**config.mk**
```make
export PLATFORM = sky130hd
export DESIGN_NAME = algo_6r1rw1w_a200_err_log_flat
export DESIGN_NICKNAME = d
export VERILOG_FILES = /design/src/rtl/algo_6r1rw1w_a200_err_log_if.sv /design/src/rtl/algo_6r1rw1w_a200_err_log.sv /design/src/flat_wrapper.sv
export SDC_FILE = /design/constraint.sdc
export NUM_CORES = 1
export LEC_CHECK = 0
export ABC_CLOCK_PERIOD_IN_PS = 8600
export CAP_MARGIN = 10
export CORE_MARGIN = 8
export CORE_UTILIZATION = 50
export CTS_CLUSTER_SIZE = 28
export DETAILED_ROUTE_END_ITERATION = 10
export GPL_TIMING_DRIVEN = 1
export PLACE_DENSITY = 0.72
export SYNTH_ARGS = -nofsm -noshare
export SYNTH_HDL_FRONTEND = slang
export SYNTH_SLANG_ARGS = --single-unit
```
**constraint.sdc**
```tcl
create_clock -name clk -period 8.6 [get_ports clk]
set_clock_uncertainty 0.2 [all_clocks]
set_input_delay 0.86 -clock clk [delete_from_list [all_inputs] [get_ports clk]]
set_output_delay 0.86 -clock clk [all_outputs]
set_load 0.02 [all_outputs]
```
**src/rtl/algo_6r1rw1w_a200_err_log_if.sv**
```systemverilog
// Bus bundle for the error-log block: read-return error inputs, clear,
// the error-log valid/ready head and the counter/overflow status.
interface algo_6r1rw1w_a200_err_log_if;
   localparam int unsigned NUMRDPT = 7;
   localparam int unsigned BITRDPT = 3;
   localparam int unsigned BITPADR = 15;
   localparam int unsigned CNTWDTH = 16;

   logic [NUMRDPT-1:0]         rd_vld;
   logic [NUMRDPT-1:0]         rd_serr;
   logic [NUMRDPT-1:0]         rd_derr;
   logic [NUMRDPT*BITPADR-1:0] rd_padr;
   logic                       clr;
   logic                       err_vld;
   logic                       err_rdy;
   logic [BITRDPT-1:0]         err_port;
   logic                       err_dbl;
   logic [BITPADR-1:0]         err_padr;
   logic [CNTWDTH-1:0]         cnt_serr;
   logic [CNTWDTH-1:0]         cnt_derr;
   logic [CNTWDTH-1:0]         cnt_drop;
   logic                       ovf;

   modport master (
      output rd_vld, rd_serr, rd_derr, rd_padr, clr, err_rdy,
      input  err_vld, err_port, err_dbl, err_padr, cnt_serr, cnt_derr, cnt_drop, ovf
   );

   modport slave (
      input  rd_vld, rd_serr, rd_derr, rd_padr, clr, err_rdy,
      output err_vld, err_port, err_dbl, err_padr, cnt_serr, cnt_derr, cnt_drop, ovf
   );
endinterface

```
**src/rtl/algo_6r1rw1w_a200_err_log.sv**
```systemverilog
// Error-event collector for the 6R+1RW+1W memory: per-channel capture slots, a
// round-robin arbiter into a first-word-fall-through FIFO, and saturating counters.
module algo_6r1rw1w_a200_err_log (
   input logic                        clk,
   input logic                        rst,
   algo_6r1rw1w_a200_err_log_if.slave bus
);
   localparam int unsigned NUMRDPT   = 7;
   localparam int unsigned BITRDPT   = 3;
   localparam int unsigned BITPADR   = 15;
   localparam int unsigned FIFODEPTH = 8;
   localparam int unsigned BITFIFO   = 3;
   localparam int unsigned CNTWDTH   = 16;
   localparam int unsigned BITCNTF   = BITFIFO + 1;
   localparam int unsigned BITSUM    = BITRDPT + 1;

   typedef struct packed {
      logic [BITRDPT-1:0] port;
      logic               dbl;
      logic [BITPADR-1:0] padr;
   } ent_t;

   logic [NUMRDPT-1:0] evt;
   logic [NUMRDPT-1:0] evt_dbl;
   logic [NUMRDPT-1:0] evt_sgl;
   logic [NUMRDPT-1:0] load;
   logic [NUMRDPT-1:0] drop;
   logic [NUMRDPT-1:0] slot_full;
   logic [NUMRDPT-1:0] slot_full_nxt;
   logic [NUMRDPT-1:0] slot_dbl;
   logic [NUMRDPT-1:0] slot_dbl_nxt;
   logic [BITPADR-1:0] slot_padr     [NUMRDPT];
   logic [BITPADR-1:0] slot_padr_nxt [NUMRDPT];

   logic [BITRDPT-1:0] rr_ptr;
   logic [BITRDPT-1:0] rr_ptr_nxt;
   logic [BITRDPT-1:0] gnt_idx;
   logic               gnt_vld;
   logic [BITSUM-1:0]  arb_sum;

   ent_t               fifo_mem [FIFODEPTH];
   ent_t               push_ent;
   ent_t               head_ent;
   logic [BITFIFO-1:0] wr_ptr;
   logic [BITFIFO-1:0] wr_ptr_nxt;
   logic [BITFIFO-1:0] rd_ptr;
   logic [BITFIFO-1:0] rd_ptr_nxt;
   logic [BITCNTF-1:0] fifo_cnt;
   logic [BITCNTF-1:0] fifo_cnt_nxt;
   logic               err_vld_q;
   logic               push;
   logic               pop;
   logic               can_push;

   logic [CNTWDTH-1:0] cnt_serr_q;
   logic [CNTWDTH-1:0] cnt_serr_nxt;
   logic [CNTWDTH-1:0] cnt_derr_q;
   logic [CNTWDTH-1:0] cnt_derr_nxt;
   logic [CNTWDTH-1:0] cnt_drop_q;
   logic [CNTWDTH-1:0] cnt_drop_nxt;
   logic               ovf_q;
   logic               ovf_nxt;

   function automatic logic [BITRDPT-1:0] popcnt(input logic [NUMRDPT-1:0] v);
      logic [BITRDPT-1:0] n;
      n = '0;
      for (int unsigned i = 0; i < NUMRDPT; i++) n = n + BITRDPT'(v[i]);
      return n;
   endfunction

   function automatic logic [CNTWDTH-1:0] sat_add(input logic [CNTWDTH-1:0] a,
                                                  input logic [BITRDPT-1:0] b);
      logic [CNTWDTH:0] s;
      s = {1'b0, a} + (CNTWDTH+1)'(b);
      return s[CNTWDTH] ? '1 : s[CNTWDTH-1:0];
   endfunction

   // Event decode; a return with both flags set counts as double-bit only.
   always_comb begin
      evt     = bus.rd_vld & (bus.rd_serr | bus.rd_derr);
      evt_dbl = bus.rd_vld & bus.rd_derr;
      evt_sgl = evt & ~evt_dbl;
   end

   assign pop      = err_vld_q & bus.err_rdy;
   assign can_push = (fifo_cnt < BITCNTF'(FIFODEPTH)) | pop;

   // Round-robin search from rr_ptr; only grants when the FIFO can take the entry.
   always_comb begin
      gnt_vld = 1'b0;
      gnt_idx = '0;
      arb_sum = '0;
      for (int unsigned k = 0; k < NUMRDPT; k++) begin
         arb_sum = {1'b0, rr_ptr} + BITSUM'(k);
         if (arb_sum >= BITSUM'(NUMRDPT)) arb_sum = arb_sum - BITSUM'(NUMRDPT);
         if (!gnt_vld && can_push && slot_full[arb_sum[BITRDPT-1:0]]) begin
            gnt_vld = 1'b1;
            gnt_idx = arb_sum[BITRDPT-1:0];
         end
      end
      rr_ptr_nxt = rr_ptr;
      if (gnt_vld) rr_ptr_nxt = (gnt_idx == BITRDPT'(NUMRDPT-1)) ? '0 : gnt_idx + BITRDPT'(1);
   end

   assign push = gnt_vld;

   // Selected slot contents become the FIFO write data.
   always_comb begin
      push_ent = '0;
      for (int unsigned i = 0; i < NUMRDPT; i++) begin
         if (gnt_idx == BITRDPT'(i)) begin
            push_ent.port = BITRDPT'(i);
            push_ent.dbl  = slot_dbl[i];
            push_ent.padr = slot_padr[i];
         end
      end
   end

   // A slot being granted this cycle is free to reload; otherwise a busy slot drops.
   always_comb begin
      slot_full_nxt = slot_full;
      slot_dbl_nxt  = slot_dbl;
      slot_padr_nxt = slot_padr;
      load          = '0;
      drop          = '0;
      for (int unsigned i = 0; i < NUMRDPT; i++) begin
         load[i] = evt[i] & (~slot_full[i] | (gnt_vld & (gnt_idx == BITRDPT'(i))));
         drop[i] = evt[i] & ~load[i];
         if (load[i]) begin
            slot_full_nxt[i] = 1'b1;
            slot_dbl_nxt[i]  = evt_dbl[i];
            slot_padr_nxt[i] = bus.rd_padr[i*BITPADR +: BITPADR];
         end else if (gnt_vld && (gnt_idx == BITRDPT'(i))) begin
            slot_full_nxt[i] = 1'b0;
         end
      end
   end

   always_comb begin
      wr_ptr_nxt   = push ? wr_ptr + BITFIFO'(1) : wr_ptr;
      rd_ptr_nxt   = pop  ? rd_ptr + BITFIFO'(1) : rd_ptr;
      fifo_cnt_nxt = fifo_cnt;
      if (push && !pop)      fifo_cnt_nxt = fifo_cnt + BITCNTF'(1);
      else if (!push && pop) fifo_cnt_nxt = fifo_cnt - BITCNTF'(1);
   end

   // Clear wins over any increment in the same cycle.
   always_comb begin
      cnt_serr_nxt = sat_add(cnt_serr_q, popcnt(evt_sgl));
      cnt_derr_nxt = sat_add(cnt_derr_q, popcnt(evt_dbl));
      cnt_drop_nxt = sat_add(cnt_drop_q, popcnt(drop));
      ovf_nxt      = ovf_q | (|drop);
      if (bus.clr) begin
         cnt_serr_nxt = '0;
         cnt_derr_nxt = '0;
         cnt_drop_nxt = '0;
         ovf_nxt      = 1'b0;
      end
   end

   always_ff @(posedge clk or negedge rst) begin
      if (!rst) begin
         slot_full  <= '0;
         slot_dbl   <= '0;
         rr_ptr     <= '0;
         wr_ptr     <= '0;
         rd_ptr     <= '0;
         fifo_cnt   <= '0;
         err_vld_q  <= 1'b0;
         cnt_serr_q <= '0;
         cnt_derr_q <= '0;
         cnt_drop_q <= '0;
         ovf_q      <= 1'b0;
         for (int unsigned i = 0; i < NUMRDPT; i++)   slot_padr[i] <= '0;
         for (int unsigned j = 0; j < FIFODEPTH; j++) fifo_mem[j]  <= '0;
      end else begin
         slot_full  <= slot_full_nxt;
         slot_dbl   <= slot_dbl_nxt;
         slot_padr  <= slot_padr_nxt;
         rr_ptr     <= rr_ptr_nxt;
         wr_ptr     <= wr_ptr_nxt;
         rd_ptr     <= rd_ptr_nxt;
         fifo_cnt   <= fifo_cnt_nxt;
         err_vld_q  <= (fifo_cnt_nxt != '0);
         cnt_serr_q <= cnt_serr_nxt;
         cnt_derr_q <= cnt_derr_nxt;
         cnt_drop_q <= cnt_drop_nxt;
         ovf_q      <= ovf_nxt;
         if (push) fifo_mem[wr_ptr] <= push_ent;
      end
   end

   // Head fields fall straight through from FIFO storage.
   assign head_ent     = fifo_mem[rd_ptr];
   assign bus.err_vld  = err_vld_q;
   assign bus.err_port = head_ent.port;
   assign bus.err_dbl  = head_ent.dbl;
   assign bus.err_padr = head_ent.padr;
   assign bus.cnt_serr = cnt_serr_q;
   assign bus.cnt_derr = cnt_derr_q;
   assign bus.cnt_drop = cnt_drop_q;
   assign bus.ovf      = ovf_q;
endmodule
```
**src/flat_wrapper.sv**
```systemverilog
// flat-port wrapper written by rule: the top's interface ports become plain ports
module algo_6r1rw1w_a200_err_log_flat 
  (clk, rst, bus_rd_vld, bus_rd_serr, bus_rd_derr, bus_rd_padr, bus_clr, bus_err_rdy, bus_err_vld, bus_err_port, bus_err_dbl, bus_err_padr, bus_cnt_serr, bus_cnt_derr, bus_cnt_drop, bus_ovf);
  algo_6r1rw1w_a200_err_log_if bus_i ();
  input logic clk;
  input logic rst;
  input wire logic [$bits(bus_i.rd_vld)-1:0] bus_rd_vld;
  input wire logic [$bits(bus_i.rd_serr)-1:0] bus_rd_serr;
  input wire logic [$bits(bus_i.rd_derr)-1:0] bus_rd_derr;
  input wire logic [$bits(bus_i.rd_padr)-1:0] bus_rd_padr;
  input wire logic [$bits(bus_i.clr)-1:0] bus_clr;
  input wire logic [$bits(bus_i.err_rdy)-1:0] bus_err_rdy;
  output wire logic [$bits(bus_i.err_vld)-1:0] bus_err_vld;
  output wire logic [$bits(bus_i.err_port)-1:0] bus_err_port;
  output wire logic [$bits(bus_i.err_dbl)-1:0] bus_err_dbl;
  output wire logic [$bits(bus_i.err_padr)-1:0] bus_err_padr;
  output wire logic [$bits(bus_i.cnt_serr)-1:0] bus_cnt_serr;
  output wire logic [$bits(bus_i.cnt_derr)-1:0] bus_cnt_derr;
  output wire logic [$bits(bus_i.cnt_drop)-1:0] bus_cnt_drop;
  output wire logic [$bits(bus_i.ovf)-1:0] bus_ovf;
  assign bus_i.rd_vld = bus_rd_vld;
  assign bus_i.rd_serr = bus_rd_serr;
  assign bus_i.rd_derr = bus_rd_derr;
  assign bus_i.rd_padr = bus_rd_padr;
  assign bus_i.clr = bus_clr;
  assign bus_i.err_rdy = bus_err_rdy;
  assign bus_err_vld = bus_i.err_vld;
  assign bus_err_port = bus_i.err_port;
  assign bus_err_dbl = bus_i.err_dbl;
  assign bus_err_padr = bus_i.err_padr;
  assign bus_cnt_serr = bus_i.cnt_serr;
  assign bus_cnt_derr = bus_i.cnt_derr;
  assign bus_cnt_drop = bus_i.cnt_drop;
  assign bus_ovf = bus_i.ovf;
  algo_6r1rw1w_a200_err_log u_core (.clk(clk), .rst(rst), .bus(bus_i));
endmodule
```
==> impl_metrics.env <==
export IMPL_wl_per_cell_um=22.4
export IMPL_async_reset_ff_share_pct=100
export IMPL_first_pass_iters=6
export IMPL_cp_slowest_stage_delay_ns=0.54
export IMPL_post_synth_top_area_cell="dfrtp_1"
export IMPL_ys_seq_area_share_pct=44.8
export IMPL_synthCells=1827
export IMPL_grt_pass1_vias=15200
export IMPL_synth_top_cell_area_share_pct=44.8
export IMPL_grt_usage_pct=25.0
export IMPL_cpMaxStageDelayCell="fa_1"
export IMPL_start_util_pct=50.9
export IMPL_ioPinCount=199
export IMPL_core_area_um2=36700
export IMPL_synth_edff_count=0
export IMPL_hold_buffers=0
export IMPL_path_clk_slew_ns=0.06
export IMPL_cap_violations=0
export IMPL_ys_flop_type="dfrtp_1"
export IMPL_wirelength_mm=55.6
export IMPL_cts_buffers_inserted=38
export IMPL_path_class="flop to flop"
export IMPL_cts_sinks=334
export IMPL_fmax_ghz=0.121
export IMPL_die_h_um=209
export IMPL_arrival_ns=8.50
export IMPL_setup_viol=0
export IMPL_drive_gt1_share_pct=16.1
export IMPL_grt_overflow=0
export IMPL_gp_congestion=0.868
export IMPL_place_hpwl_mm=39.0
export IMPL_rows=70
export IMPL_slew_violations=0
export IMPL_synth_nets=2006
export IMPL_hold_path_class="input pin to async pin"
export IMPL_cp_max_fo=13
export IMPL_final_common_cell="dfrtp_1"
export IMPL_yosysWarnings=0
export IMPL_root_buffer="clkbuf_16"
export IMPL_grt_pass1_wl_mm=87.6
export IMPL_postSynthAreaPerCell_um2=10.2
export IMPL_vias_per_cell=6.04
export IMPL_cts_tree="built"
export IMPL_pre_cts_ws_ns=0.400
export IMPL_cp_end_kind="flop"
export IMPL_drt_iter0_drc=1093
export IMPL_synth_seq_cells=334
export IMPL_drc=0
export IMPL_nNetsFinal=2167
export IMPL_cp_start_kind="flop"
export IMPL_grt_max_degree=165
export IMPL_crit_required_ns=8.85
export IMPL_layout_min_cycle_time_ns=8.24
export IMPL_antenna_left=0
export IMPL_period_share_pct=95.9
export IMPL_syn_to_final_growth_pct=19.5
export IMPL_num_vias=15000
export IMPL_dieArea_um2=43800
export IMPL_setup_ws_ns=0.356
export IMPL_syn_area_um2=18700
export IMPL_antenna_found_initial=8
export IMPL_synth_area_top_cells="dfrtp_1 (45%), mux2_2 (5.8%), mux4_2 (4.8%)"
export IMPL_final_cell_mix="dfrtp_1 (333), nor2_1 (232), clkdlybuf4s50_1 (197), a21oi_1 (173), nand2_1 (121)"
export IMPL_slew_headroom_pct=15.8
export IMPL_clkLatencyLatePin_ns=0.54
export IMPL_hold_viol=0
export IMPL_status="complete, no violations"
export IMPL_htreeDepth=2
export IMPL_die_w_um=209
export IMPL_ys_types=98
export IMPL_tightest_slew_ns=1.26
export IMPL_clk_path_buf_depth=3
export IMPL_io_buffers=198
export IMPL_nFillCells=2968
==> final cells by class <==
class	instances	area [µm²]	share of cell area, %
Inverter	42	160	0.718
Clock buffer	53	1080	4.83
Tap cell	468	586	2.62
Timing Repair Buffer	252	2400	10.8
Multi-Input combinational cell	1320	9580	42.9
Clock inverter	11	135	0.606
Antenna cell	3	7.51	0.0337
Sequential cell	334	8360	37.5
==> critical path, delay by kind of cell, from the launching register on <==
kind,cells,cell delay [ns]
fa+ha+maj,8,3.08
simple gates,7,2.02
compound gates,8,1.82
buf+inv,5,0.58
flops,1,0.48
==> repair_timing <==
item	4_1_cts	5_1_grt
buffers inserted	0	4
endpoints found under the hold margin	0	0
setup endpoints to repair	0	15
resized for setup	0	6
==> final timing paths <==
check | startpoint | endpoint | slack, ns | cells past startpoint
max in group asynchronous | rst | u_core.fifo_mem[107]$_DFFE_PN0P_ | 6.54 | 2
min in group clk | u_core.fifo_mem[112]$_DFFE_PN0P_ | u_core.fifo_mem[112]$_DFFE_PN0P_ | 0.28 | 2
hold / removal | rst | u_core.fifo_cnt[1]$_DFF_PN0_ | 0.14 | 1
setup / recovery | u_core.rr_ptr[1]$_DFFE_PN0P_ | u_core.bus.cnt_drop[8]$_DFF_PN0_ | 0.36 | 28
hold reg to reg | u_core.fifo_mem[112]$_DFFE_PN0P_ | u_core.fifo_mem[112]$_DFFE_PN0P_ | 0.28 | 2
setup reg to reg | u_core.rr_ptr[1]$_DFFE_PN0P_ | u_core.bus.cnt_drop[8]$_DFF_PN0_ | 0.36 | 28
==> cells in the mapped netlist, types with 6 or more instances <==
cell type and count:
nand2_1 122, and3_1 9, nor4_1 16, nor2_1 233
xor2_1 22, buf_1 11, ha_1 36, mux4_2 40
nand3_1 37, fa_1 13, nand4_1 24, or2_2 10
mux2_1 28, xnor2_1 28, buf_4 6, a21oi_1 173
o31ai_1 38, inv_1 40, a211oi_1 16, nor3_1 15
a21o_1 7, a311oi_1 11, a31oi_1 17, clkbuf_1 75
dfrtp_1 334, buf_6 6, mux2_2 96, o21ai_0 69
mux2_4 9, o21a_1 17, and2_1 26, nand2b_1 16
nand3b_1 22, mux2i_1 21, o21ai_2 11, buf_2 33
nor2b_1 18
==> cells by family (layout without fill, tap and decap cells) <==
kind of cell             count (synthesis)  count (layout)  synth area share (%)
flip-flops                             334             334                  44.8
multiplexers                           194             194                  14.2
XOR/XNOR                                51              51                  2.43
adder cells (fa/ha/maj)                 49              49                  3.81
buffers and inverters                  173             358                  4.08
AO/OA/AOI/OAI                          433             433                  15.0
AND/OR/NAND/NOR                        593             593                  15.7
other                                    0               3                     0
==> registers in the layout, indices dropped and copies added (netlist names) <==
signal / flops
u_core.fifo_mem: 152
u_core.bus.cnt_drop: 16
u_core.rd_ptr: 3
u_core.slot_full: 7
u_core.fifo_cnt: 4
u_core.bus.cnt_derr: 16
u_core.bus.err_vld: 1
u_core.rr_ptr: 3
u_core.wr_ptr: 3
u_core.slot_padr: 105
u_core.bus.ovf: 1
u_core.slot_dbl: 7
u_core.bus.cnt_serr: 16
==> metal layers <==
layer  track usage [%]  up-vias  part of all wire (%)
li1                  -     6859                     -
met1              33.8     7502                    43
met4              7.70       12                   2.5
met5                 0        -                  0.13
met2              39.5      527                    47
met3              6.02      100                   7.6
==> metrics by stage <==
| stage | TNS [ns] | hold WS (ns) | cells | instance area [µm²] | util (%) |
|---|---|---|---|---|---|
| global route | -0.0291 | 0.243 | 2481 | 22300 | 60.8 |
| finish | 0 | 0.142 | 2483 | 22300 | 60.8 |
| CTS | 0 | 0.198 | 2476 | 22300 | 60.6 |
| floorplan | 0 | 0.243 | 1827 | 18700 | - |
| detailed placement | 0 | 0.265 | 2412 | 21000 | 57.3 |
| global placement | 0 | 0.255 | 2412 | 21000 | 57.3 |
Power is left out: the tool's default activity adds up to more than one toggle a clock period on the data nets, which glitch-free logic cannot reach.
